<file path="src/rtl/timer_pkg.sv">
`default_nettype none
// ============================================================================
//  Module   : timer_pkg
//  Purpose  : Shared constants and types for the 8-bit timer APB slave:
//             register addresses, TCR/TSR bit positions and the FSM state enum.
//  Revision : 1.0 - initial release
// ============================================================================
package timer_pkg;

    // Register addresses
    localparam logic [7:0] TDR_ADDR  = 8'h00;
    localparam logic [7:0] TCR_ADDR  = 8'h01;
    localparam logic [7:0] TSR_ADDR  = 8'h02;
    localparam logic [7:0] TCNT_ADDR = 8'h03;

    // TCR bit positions (TCR_CKS is the LSB of the 2-bit clock-select field)
    localparam int TCR_LOAD = 7;
    localparam int TCR_DOWN = 5;
    localparam int TCR_EN   = 4;
    localparam int TCR_CKS  = 0;

    // TSR bit positions
    localparam int TSR_OVF = 0;
    localparam int TSR_UDF = 1;

    // APB transfer FSM
    typedef enum logic [0:0] {
        ST_IDLE   = 1'b0,
        ST_ACCESS = 1'b1
    } state_t;

endpackage : timer_pkg
`default_nettype wire

</file>
<file path="src/rtl/timer_apb_slave.sv">
`default_nettype none
// ============================================================================
//  Module   : timer_apb_slave
//  Purpose  : APB responder and register file (TDR, TCR, TSR, TCNT) for the
//             8-bit timer. Drives reload/config/load strobes to the counter
//             core and captures overflow/underflow events as sticky flags.
//  Options  : TIMER_APB_PSLVERR_EN - when defined, unmapped addresses, TCNT
//             writes and access phases without a setup phase return pslverr.
//  Revision : 1.0 - initial release
// ============================================================================
module timer_apb_slave #(
    parameter int WAIT_CYCLES = 0
) (
    input  logic       pclk,
    input  logic       presetn,
    input  logic       psel,
    input  logic       penable,
    input  logic       pwrite,
    input  logic [7:0] paddr,
    input  logic [7:0] pwdata,
    output logic [7:0] prdata,
    output logic       pready,
    output logic       pslverr,
    input  logic [7:0] cnt_i,
    input  logic       ovf_set_i,
    input  logic       udf_set_i,
    output logic [7:0] tdr_o,
    output logic       load_o,
    output logic       en_o,
    output logic       down_o,
    output logic [1:0] cks_o
);
    import timer_pkg::*;

    localparam logic [1:0] WAIT_LIM = 2'(WAIT_CYCLES);

    state_t     state_q, state_d;
    logic [1:0] wait_q, wait_d;
    logic [7:0] tdr_q;
    logic       en_q, down_q, load_q;
    logic [1:0] cks_q;
    logic       ovf_q, udf_q;
    logic       ovf_d, udf_d;
    logic [7:0] snap_q;
    logic [7:0] rdata;

    logic w_setup, w_access, w_done, w_nosetup;
    logic w_wr, w_rd, w_wr_tdr, w_wr_tcr, w_wr_tsr;

    // Bus phase decode; responses are suppressed while reset is held
    assign w_setup   = psel & ~penable;
    assign w_access  = psel & penable;
    assign w_done    = presetn & (state_q == ST_ACCESS) & w_access & (wait_q == WAIT_LIM);
    assign w_nosetup = presetn & (state_q == ST_IDLE) & w_access;
    assign w_wr      = w_done & pwrite;
    assign w_rd      = w_done & ~pwrite;
    assign w_wr_tdr  = w_wr & (paddr == TDR_ADDR);
    assign w_wr_tcr  = w_wr & (paddr == TCR_ADDR);
    assign w_wr_tsr  = w_wr & (paddr == TSR_ADDR);

    assign pready = w_done | w_nosetup;
    assign prdata = w_rd ? rdata : 8'h00;

`ifdef TIMER_APB_PSLVERR_EN
    logic w_unmapped;
    assign w_unmapped = (paddr > TCNT_ADDR);
    assign pslverr    = w_nosetup |
                        (w_done & (w_unmapped | (pwrite & (paddr == TCNT_ADDR))));
`else
    assign pslverr = 1'b0;
`endif

    // FSM state and wait counter registers
    always_ff @(posedge pclk) begin
        if (!presetn) begin
            state_q <= ST_IDLE;
            wait_q  <= 2'd0;
        end else begin
            state_q <= state_d;
            wait_q  <= wait_d;
        end
    end

    // FSM next state: setup enters ACCESS, completion or deselect returns
    always_comb begin
        state_d = state_q;
        wait_d  = wait_q;
        case (state_q)
            ST_IDLE: begin
                if (w_setup) begin
                    state_d = ST_ACCESS;
                    wait_d  = 2'd0;
                end
            end
            ST_ACCESS: begin
                if (!psel || w_done) begin
                    state_d = ST_IDLE;
                end else if (wait_q != WAIT_LIM) begin
                    wait_d = wait_q + 2'd1;
                end
            end
            default: state_d = ST_IDLE;
        endcase
    end

    // Register read mux; reserved bits read as zero
    always_comb begin
        rdata = 8'h00;
        case (paddr)
            TDR_ADDR:  rdata = tdr_q;
            TCR_ADDR: begin
                rdata[TCR_DOWN]     = down_q;
                rdata[TCR_EN]       = en_q;
                rdata[TCR_CKS +: 2] = cks_q;
            end
            TSR_ADDR: begin
                rdata[TSR_OVF] = ovf_q;
                rdata[TSR_UDF] = udf_q;
            end
            TCNT_ADDR: rdata = snap_q;
            default:   rdata = 8'h00;
        endcase
    end

    // Sticky flags: event set wins over a same-edge write-0 clear
    always_comb begin
        ovf_d = ovf_set_i | (ovf_q & ~(w_wr_tsr & ~pwdata[TSR_OVF]));
        udf_d = udf_set_i | (udf_q & ~(w_wr_tsr & ~pwdata[TSR_UDF]));
    end

    // Register file, load strobe and counter snapshot
    always_ff @(posedge pclk) begin
        if (!presetn) begin
            tdr_q  <= 8'h00;
            en_q   <= 1'b0;
            down_q <= 1'b0;
            cks_q  <= 2'b00;
            load_q <= 1'b0;
            ovf_q  <= 1'b0;
            udf_q  <= 1'b0;
            snap_q <= 8'h00;
        end else begin
            if (w_wr_tdr) begin
                tdr_q <= pwdata;
            end
            if (w_wr_tcr) begin
                en_q   <= pwdata[TCR_EN];
                down_q <= pwdata[TCR_DOWN];
                cks_q  <= pwdata[TCR_CKS +: 2];
            end
            load_q <= w_wr_tcr & pwdata[TCR_LOAD];
            ovf_q  <= ovf_d;
            udf_q  <= udf_d;
            if ((state_q == ST_IDLE) && w_setup) begin
                snap_q <= cnt_i;
            end
        end
    end

    assign tdr_o  = tdr_q;
    assign load_o = load_q;
    assign en_o   = en_q;
    assign down_o = down_q;
    assign cks_o  = cks_q;

endmodule : timer_apb_slave
`default_nettype wire
</file>
<file path="config.mk">
export PLATFORM = sky130hd
export DESIGN_NAME = timer_apb_slave
export DESIGN_NICKNAME = d
export VERILOG_FILES = /design/src/rtl/timer_pkg.sv /design/src/rtl/timer_apb_slave.sv
export SDC_FILE = /design/constraint.sdc
export NUM_CORES = 1
export LEC_CHECK = 0
export BUFFER_PORTS_ARGS = -buffer_cell sky130_fd_sc_hd__buf_4
export CAP_MARGIN = 0
export CELL_PAD_IN_SITES_DETAIL_PLACEMENT = 0
export CELL_PAD_IN_SITES_GLOBAL_PLACEMENT = 1
export CORE_MARGIN = 5
export CORE_UTILIZATION = 25
export DETAILED_ROUTE_END_ITERATION = 10
export PLACE_DENSITY_LB_ADDON = 0.1
export SLEW_MARGIN = 15
export SYNTH_ARGS = -nofsm -noshare
export SYNTH_HDL_FRONTEND = slang
export SYNTH_SLANG_ARGS = --single-unit
export TNS_END_PERCENT = 5
</file>
<file path="constraint.sdc">
create_clock -name pclk -period 2.11 [get_ports pclk]
set_input_delay 0.422 -clock pclk [delete_from_list [all_inputs] [get_ports pclk]]
set_output_delay 0.422 -clock pclk [all_outputs]
set_load 0.005 [all_outputs]
</file>
======== Word-level counts from Yosys, hierarchy flattened ========
Index checks and enable logic that the tools add are counted.
storage, ports and cells
  bits in registers ....................... 26
  input port bits ......................... 31
  output and inout bits ................... 23
  logic and storage cells ................. 63
cells by class
  $add $sub $neg .......................... 1
  equal/unequal tests ..................... 6
  multiplexer cells ....................... 12
  bitwise operators ....................... 27
  reduce and logical (&&, ||, !) cells .... 7
operator list
  kind                   count
  $and A1 B1 Y1          17
  $eq A8 B2 Y1 const B   2
  $pmux W2 S2            3
  $eq A8 B1 Y1 const B   1
  $logic_not A8 Y1       1
  $mux W8                1
  $pmux W2 S4            1
  $not A1 Y1             7
  $mux W2                3
  $pmux W2 S3            1
  $ne A2 B2 Y1 const B   2
  $or A1 B1 Y1           3
  $reduce_and A3 Y1      1
  $add A2 B1 Y2 const B  1
  $logic_not A2 Y1       1
  $mux W1                2
  $ne A2 B1 Y1 const B   1
  $pmux W1 S2            1
  $reduce_bool A2 Y1     1
  $logic_and A1 B1 Y1    1
  $logic_not A1 Y1       1
  $logic_or A1 B1 Y1     1

======== Logic depth before layout (Yosys ltp) ========
Gate-level depths: netlist of the first run.
  depth after elaboration ................. 9
  depth in mapped cells ................... 6
  gate-level depth less buffers ........... 5

======== Least setup slack after synthesis of the first run ========
OpenSTA, ideal clock, no wires.
  path kind ............................... input to output
  start point ............................. input port paddr[7]
  end point ............................... output port prdata[0]
  arrival ................................. 1.873 ns
  required time ........................... 1.688 ns
  setup slack ............................. -0.185 ns
  stages .................................. 5
  buffers on the path ..................... 2
  cells stage by stage .................... or4_4 buf_6 or4_1 buf_2 nor2b_1
between the ends
  cells in the longest elaborated chain, start to end .. 3
  elaborated cells on any way between the ends .. 6
  classes of those cells .................. eq/ne (3); mux (2); reduce/logical (1)
ends and longest elaborated chain
  item                                  RTL line                text
  start: declaration                    timer_apb_slave.sv:19   input logic [7:0] paddr,
  $eq A8 B2 Y1 (tied with other cells)  timer_apb_slave.sv:109  case (paddr)
  $pmux W2 S4 (*)                       timer_apb_slave.sv:109
  $mux W8 (*)                           timer_apb_slave.sv:62   assign prdata = w_rd ? rdata : 8'h00;
  end: declaration                      timer_apb_slave.sv:21   output logic [7:0] prdata,
Every way passes the cells marked *; elsewhere a longest branch is shown, timed or not.

======== Final worst setup path of the first run ========
  start point ............................. input port paddr[7]
  end point ............................... output port prdata[7]
between the ends
  cells in the longest elaborated chain, start to end .. 3
  elaborated cells on any way between the ends .. 4
  classes of those cells .................. eq/ne (1); mux (2); reduce/logical (1)
ends and longest elaborated chain
  item                                              RTL line
  $eq A8 B2 Y1 or $logic_not A8 Y1 (tied branches)  timer_apb_slave.sv:109
  $pmux W2 S2 (*)                                   timer_apb_slave.sv:109
  $mux W8 (*)                                       timer_apb_slave.sv:62
Marks and branches as above.

==> flow_summary.rst, run 1 <==
.. list-table::
   :header-rows: 1

   * - Metric
     - Value
   * - Number of vias in the routed layout
     - about 1.3k
   * - Antenna violation net count after detailed routing
     - 0
   * - Count of final hold-check violations
     - 0
   * - Maximum count of clock buffers along a single path
     - 2
   * - Area of the die
     - slightly above 0.007 sq mm
   * - Max-cap violations
     - 0
   * - Most used DFF post-synth
     - sky130_fd_sc_hd__dfxtp_1
   * - Highest routing layer actually used
     - met4
   * - Placed Instances
     - about 270
   * - Gate Count Post-Synth
     - between 100 and 150
   * - Buffer type at the clock tree root
     - sky130_fd_sc_hd__clkbuf_8
   * - HP Class
     - input port to flop
   * - Category of the worst setup path capture point
     - primary output
   * - Met3 wire length
     - roughly 150 microns
   * - Overall overflow remaining after global route
     - 0
   * - Failing checks
     - negative setup slack
   * - Max Slew Vio Count
     - 0
   * - Pin count of the biggest net entering global routing
     - 36
   * - Fill cell count
     - 610
   * - Cell Area, Synth
     - roughly 0.0014 sq mm
   * - Overall global routing resource usage
     - 0.116
   * - Share of post-route cells with drive strength above 1
     - 0.420
   * - Worst slack at placement
     - -0.206 ns
   * - Routed length per placed instance
     - approximately 14 microns
   * - Wire length after detailed routing
     - ~4.0 mm
   * - Crit start category
     - input port
   * - Maximum clock frequency
     - 437 MHz
   * - Largest fanout on the critical path
     - 8
   * - Post-synth EDFFs
     - 0
   * - Pwr/cell area
     - a little under 500 mW/mm^2
   * - WHS
     - between 0.3 and 0.4 ns
   * - Count of placed standard cells in the final layout, fillers left out
     - 277
   * - Total of hold buffers inserted after clock tree synthesis
     - 0
   * - Cell class contributing the biggest share of worst-path delay
     - simple AND/OR/NAND/NOR gates
   * - Core outline area
     - approximately 0.0054 sq mm
   * - Register bit count reported by yosys
     - 26
   * - Vias in the first global route
     - about 1.3k
   * - VDD IR max
     - 0.000213 V
   * - Result of the run
     - finished with violations
   * - Seq/Total Area, Yosys
     - 0.381
   * - Routability congestion estimate from global placement
     - 0.714
   * - First-pass GRT wire length
     - between 6 and 7 mm
   * - Number of top-level design ports
     - 54
   * - Count of different cell masters after synthesis
     - 35
   * - Syn_area_per_cell
     - between 9 and 10 sq um
   * - CTS tree
     - yes
   * - CP Data Required Time
     - ~1.7 ns
   * - 1st-iter DRT viols
     - 22
   * - Final cycle utilization of the critical path
     - 1.08
   * - Num rows
     - 27
   * - Number of nets in the layout
     - approximately 240
   * - Reg clk slew, reported paths
     - 0.10 ns
   * - Total leakage power
     - roughly 0.00078 uW
   * - Antenna diode count
     - 0
   * - Peak per-stage delay on the critical path
     - roughly 0.55 ns
   * - Worst Clk Skew
     - 0.00144 ns
   * - Worst path arrival time
     - 1.87 ns
   * - Number of search-and-repair iterations in the first detailed-routing pass
     - 4
   * - Total met2 wirelength after detailed routing
     - 1.96 mm
   * - Final WS setup
     - -0.179 ns
   * - Remaining routing DRC violations
     - 0
   * - Number of clock buffers inserted by TritonCTS
     - 3
   * - Chain of cells forming the critical path
     - buf_6 > or4_4 > or4_4 > a21oi_2 > buf_4
   * - IO buf count
     - 52
   * - Async set-or-reset flop fraction in the synthesized netlist
     - 0
   * - Worst path buffer plus inverter count
     - 2
   * - Number of antenna violations at the first check in global routing
     - 0
   * - Yosys synthesis warning count
     - 0
   * - Slowest CP cell
     - sky130_fd_sc_hd__or4_4
   * - Final Setup Violations
     - 8
   * - Net Count, Synth
     - ~180
   * - Die Span X
     - about 84 microns
   * - Layout overhead on the synthesized area
     - 44.6%
   * - Crit path kind
     - input port to primary output
   * - Number of levels in the clock H-tree
     - 1
   * - Initial cell density of the core
     - 0.253
   * - Die Y-Extent
     - 83.9 microns
   * - Total routed wire length on the met1 layer
     - between 1.5 and 2 mm
   * - Setup repair bufs after CTS
     - 0
   * - Post-layout min period
     - between 2 and 2.5 ns
   * - HPWL reported at the end of detailed placement
     - ~3.1 mm
   * - Number of vias per cell after detailed routing
     - 4.55
   * - Setup repair after global routing missed its margin
     - true
   * - Insertion delay of the later-clocked pin in the worst-skew pair
     - between 0.2 and 0.3 ns
   * - Sinks on Clock Net
     - 26
   * - CP dominant cell by count
     - sky130_fd_sc_hd__or4_4
## power breakdown
| group | internal [uW] | total, uW | switching [uW] |
|---|---|---|---|
| Clock | 167 | 336 | 169 |
| Combinational | 70.4 | 128 | 57.7 |
| Sequential | 501 | 506 | 4.86 |
## cell type report
class | instances | area [sq um] | share of cell area
flip-flops and latches | 26 | 522 | 0.264
inverters | 3 | 11.3 | 0.00570
well taps | 72 | 90.1 | 0.0456
clock buffers | 4 | 55.1 | 0.0279
repair buffers | 63 | 488 | 0.247
multi-input cells | 109 | 810 | 0.410
## synthesized netlist by cell type, drive strengths merged, types with 3 or more instances
| cell | number | area (sq um) |
|---|---|---|
| dfxtp | 26 | 521 |
| nand2 | 25 | 93.8 |
| mux2i | 20 | 200 |
| nor2b | 12 | 75.1 |
| a21oi | 7 | 50.0 |
| clkbuf | 7 | 26.3 |
| o21ai | 6 | 30.0 |
| nand3 | 5 | 25.0 |
| nor2 | 5 | 18.8 |
| buf | 4 | 27.5 |
| nor4 | 4 | 55.1 |
| inv | 3 | 11.3 |
## metal layers
layer,up-vias,track usage
li1,626,-
met1,603,0.145
met2,28,0.199
met3,4,0.0237
met4,0,0.0395
met5,-,0
## path summary, 6_finish.rpt
| check | from | to | slack (ns) | cells after the start |
|---|---|---|---|---|
| worst max-delay path | paddr[7] | prdata[7] | -0.18 | 5 |
| worst min-delay path | penable | state_q$_SDFF_PN0_ | 0.36 | 2 |
| worst max register to register | wait_q[0]$_SDFFE_PN0P_ | cks_o[0]$_SDFFE_PN0P_ | 0.52 | 7 |
| worst min register to register | cks_o[0]$_SDFFE_PN0P_ | cks_o[0]$_SDFFE_PN0P_ | 0.48 | 2 |
## cells by family after synthesis
group,count (synthesis),synth area share
multiplexers,24,0.196
AO/OA/AOI/OAI,17,0.0806
adder cells (fa/ha/maj),1,0.00916
other,1,0.00274
AND/OR/NAND/NOR,66,0.283
flip-flops,26,0.381
buffers and inverters,14,0.0476
## state kept, by name, indices dropped and copies added, names as in the netlist
signal,count
down_o,1
tdr_o,8
cks_o,2
state_q,1
wait_q,2
load_o,1
ovf_q,1
en_o,1
snap_q,8
udf_q,1
## layout by cell type, fill, tap and decap left out, drive strengths merged, types with 3 or more instances in the layout
| master | instances |
|---|---|
| nand2 | 25 |
| nor2b | 12 |
| mux2i | 20 |
| nor4 | 4 |
| nor2 | 5 |
| o21ai | 6 |
| clkbuf | 4 |
| inv | 3 |
| a21oi | 7 |
| dfxtp | 26 |
| nand3 | 5 |
| buf | 63 |
## repair_timing
item                       4_1_cts  5_1_grt
cloned                           0        0
gates resized for setup          4        1
hold endpoints to repair         0        0
pin swaps                        2        0
setup endpoints to repair        8        8
## stage by stage
step | TNS (ns) | instance area [sq um] | utilization | power, uW
after floorplan | -0.571 | 1400 | - | 580
after global placement | -1.43 | 1900 | 0.352 | 645
after detailed placement | -1.50 | 1900 | 0.352 | 647
after CTS | -1.29 | 1970 | 0.365 | 987
after global routing | -1.65 | 1980 | 0.366 | 1020
final | -1.22 | 1980 | 0.366 | 970
Note: power is estimated with default switching activity, not from simulation.
==> run 2: changes to the inputs <==
CORE_ASPECT_RATIO = 0.5   (was unset)
GPL_TIMING_DRIVEN = 0   (was unset)
==> run 2 against run 1 <==
Effect of this change: the flow still finishes with violations (negative setup slack); sequential power hardly changed; critical path depth is 1 higher; die area is 1.3% higher; hold slack worse by 0.0049 ns; via count is 3.1% lower; first-iteration DRC count is 77% higher; maximum frequency is 1.4% lower; largest power group unchanged; highest routed layer unchanged.
==> flow_summary.rst, run 2 (synthesis gave the netlist of run 1 again) <==
.. list-table::
   :header-rows: 1

   * - Metric
     - Value
   * - Result of the run
     - finished with violations
   * - Failing checks
     - negative setup slack
   * - Commonest cells after routing, fill and taps aside
     - 50 x sky130_fd_sc_hd__buf_4, 25 x sky130_fd_sc_hd__nand2_1, 25 x sky130_fd_sc_hd__dfxtp_1, 20 x sky130_fd_sc_hd__mux2i_1, 10 x sky130_fd_sc_hd__nor2b_1
   * - Pin count of the biggest net entering global routing
     - 14
   * - First-pass GRT wire length
     - 6.53 mm
   * - Count of placed standard cells in the final layout, fillers left out
     - between 200 and 300
   * - Reg clk slew, reported paths
     - 0.09 ns
   * - Maximum count of clock buffers along a single path
     - 2
   * - Number of clock buffers inserted by TritonCTS
     - 3
   * - Cell class contributing the biggest share of worst-path delay
     - simple AND/OR/NAND/NOR gates
   * - Sequential cell area
     - approximately 520 sq um
   * - Number of top-level design ports
     - between 50 and 60
   * - CTS tree
     - yes
   * - Peak per-stage delay on the critical path
     - about 0.54 ns
   * - Remaining routing DRC violations
     - 0
   * - Insertion delay of the later-clocked pin in the worst-skew pair
     - roughly 0.27 ns
   * - Worst path arrival time
     - 1.90 ns
   * - IO buf count
     - ~50
   * - Antenna violation net count after detailed routing
     - 0
   * - Crit start category
     - input port
   * - Wire length after detailed routing
     - 4.08 mm
   * - Antenna diode count
     - 0
   * - Number of antenna violations at the first check in global routing
     - 0
   * - Post-layout min period
     - between 2 and 2.5 ns
   * - Number of search-and-repair iterations in the first detailed-routing pass
     - 4
   * - Category of the worst setup path capture point
     - primary output
   * - Slowest CP cell
     - sky130_fd_sc_hd__or4_4
   * - CP dominant cell by count
     - sky130_fd_sc_hd__or4_4
   * - Placed Instances
     - between 200 and 300
   * - Pin slew with the least headroom to its limit
     - roughly 0.84 ns
   * - Total leakage power
     - about 0.00075 uW
   * - Largest fanout on the critical path
     - 8
   * - 1st-iter DRT viols
     - 39
   * - Crit path kind
     - input port to primary output
   * - Worst path buffer plus inverter count
     - 3
   * - CP Data Required Time
     - roughly 1.7 ns
   * - Internal reg-to-reg setup slack
     - approximately 0.28 ns
   * - Worst Clk Skew
     - about 0.0064 ns
   * - Initial cell density of the core
     - 0.253
   * - Setup repair after global routing missed its margin
     - true
   * - Total of hold buffers inserted after clock tree synthesis
     - 0
   * - VDD IR max
     - ~0.00023 V
   * - HP Class
     - input port to flop
   * - Number of vias per cell after detailed routing
     - 4.43
   * - Number of levels in the clock H-tree
     - 1
   * - Final WS setup
     - -0.210 ns
   * - Num rows
     - 19
   * - Die Span X
     - 115 microns
   * - Total Power Consumption
     - 919 uW
   * - Pwr/cell area
     - 469 mW/mm^2
   * - Core outline area
     - roughly 0.0054 sq mm
   * - WHS
     - roughly 0.35 ns
   * - Number of vias in the routed layout
     - between 1k and 1.5k
   * - Max-cap violations
     - 0
   * - Overall global routing resource usage
     - 0.117
   * - Chain of cells forming the critical path
     - buf_6 > or4_4 > or4_4 > buf_12 > nor2_2 > buf_4
   * - Footprint of the multi-input gates
     - roughly 800 sq um
   * - Layout overhead on the synthesized area
     - 43.4%
   * - Max transition margin
     - 0.433
   * - Number of nets in the layout
     - between 200 and 250
   * - Sinks on Clock Net
     - 26
   * - Routability congestion estimate from global placement
     - 0.667
   * - Maximum clock frequency
     - approximately 430 MHz
   * - Most common cell after layout, fill and taps aside
     - sky130_fd_sc_hd__buf_4
   * - Count of final hold-check violations
     - 0
   * - Vias in the first global route
     - 1289
   * - Die Y-Extent
     - 62.3 microns
   * - Area of the die
     - ~0.007 sq mm
   * - HPWL reported at the end of detailed placement
     - approximately 3.0 mm
   * - Final cycle utilization of the critical path
     - 1.10
   * - Final Setup Violations
     - 8
   * - Fill cell count
     - 584
   * - Max Slew Vio Count
     - 0
   * - Buffer type at the clock tree root
     - sky130_fd_sc_hd__clkbuf_8
   * - Share of post-route cells with drive strength above 1
     - 0.399
   * - Overall overflow remaining after global route
     - 0
   * - Routed length per placed instance
     - around 15 microns
==> run 2: cell type report <==
class	instances	area share
Buffer	9	0.0287
Clock buffer	3	0.0211
Inverter	3	0.00575
Multi-Input combinational cell	109	0.421
Sequential cell	26	0.266
Tap cell	73	0.0466
Timing Repair Buffer	53	0.211
==> run 2: through the flow <==
step                instance area [sq um]   util  TNS [ns]  setup slack [ns]
global route                         1960  0.363     -1.72            -0.230
global placement                     1870  0.347     -3.89            -0.338
floorplan                            1400      -    -0.571           -0.0738
finish                               1960  0.363     -1.54            -0.210
detailed placement                   1870  0.347     -4.14            -0.345
CTS                                  1950  0.361     -1.57            -0.209
==> run 2: worst paths after layout <==
check	to	depth (start not counted)	from
max	prdata[5]	6	paddr[2]
min reg2reg	tdr_o[3]$_SDFFE_PN0P_	2	tdr_o[3]$_SDFFE_PN0P_
min	state_q$_SDFF_PN0_	2	penable
max reg2reg	tdr_o[2]$_SDFFE_PN0P_	6	wait_q[0]$_SDFFE_PN0P_
==> run 2: routing by layer <==
layer / up-vias / global-route usage / share of wire
met3: 2 / 0.0330 / 0.055
met5: - / 0 / 0
met2: 26 / 0.199 / 0.47
met4: 0 / 0.0133 / 0.0047
met1: 570 / 0.151 / 0.47
li1: 624 / - / -
==> run 2: where the power goes <==
group | internal [uW] | switching [uW]
clock | 128 | 155
combinational | 68.7 | 59.7
sequential | 501 | 6.55
==> run 2: timing repair <==
item | 4_1_cts | 5_1_grt
pin swaps | 2 | 0
buffers inserted | 2 | 0
endpoints found under the setup margin | 8 | 8
gates resized for setup | 7 | 8
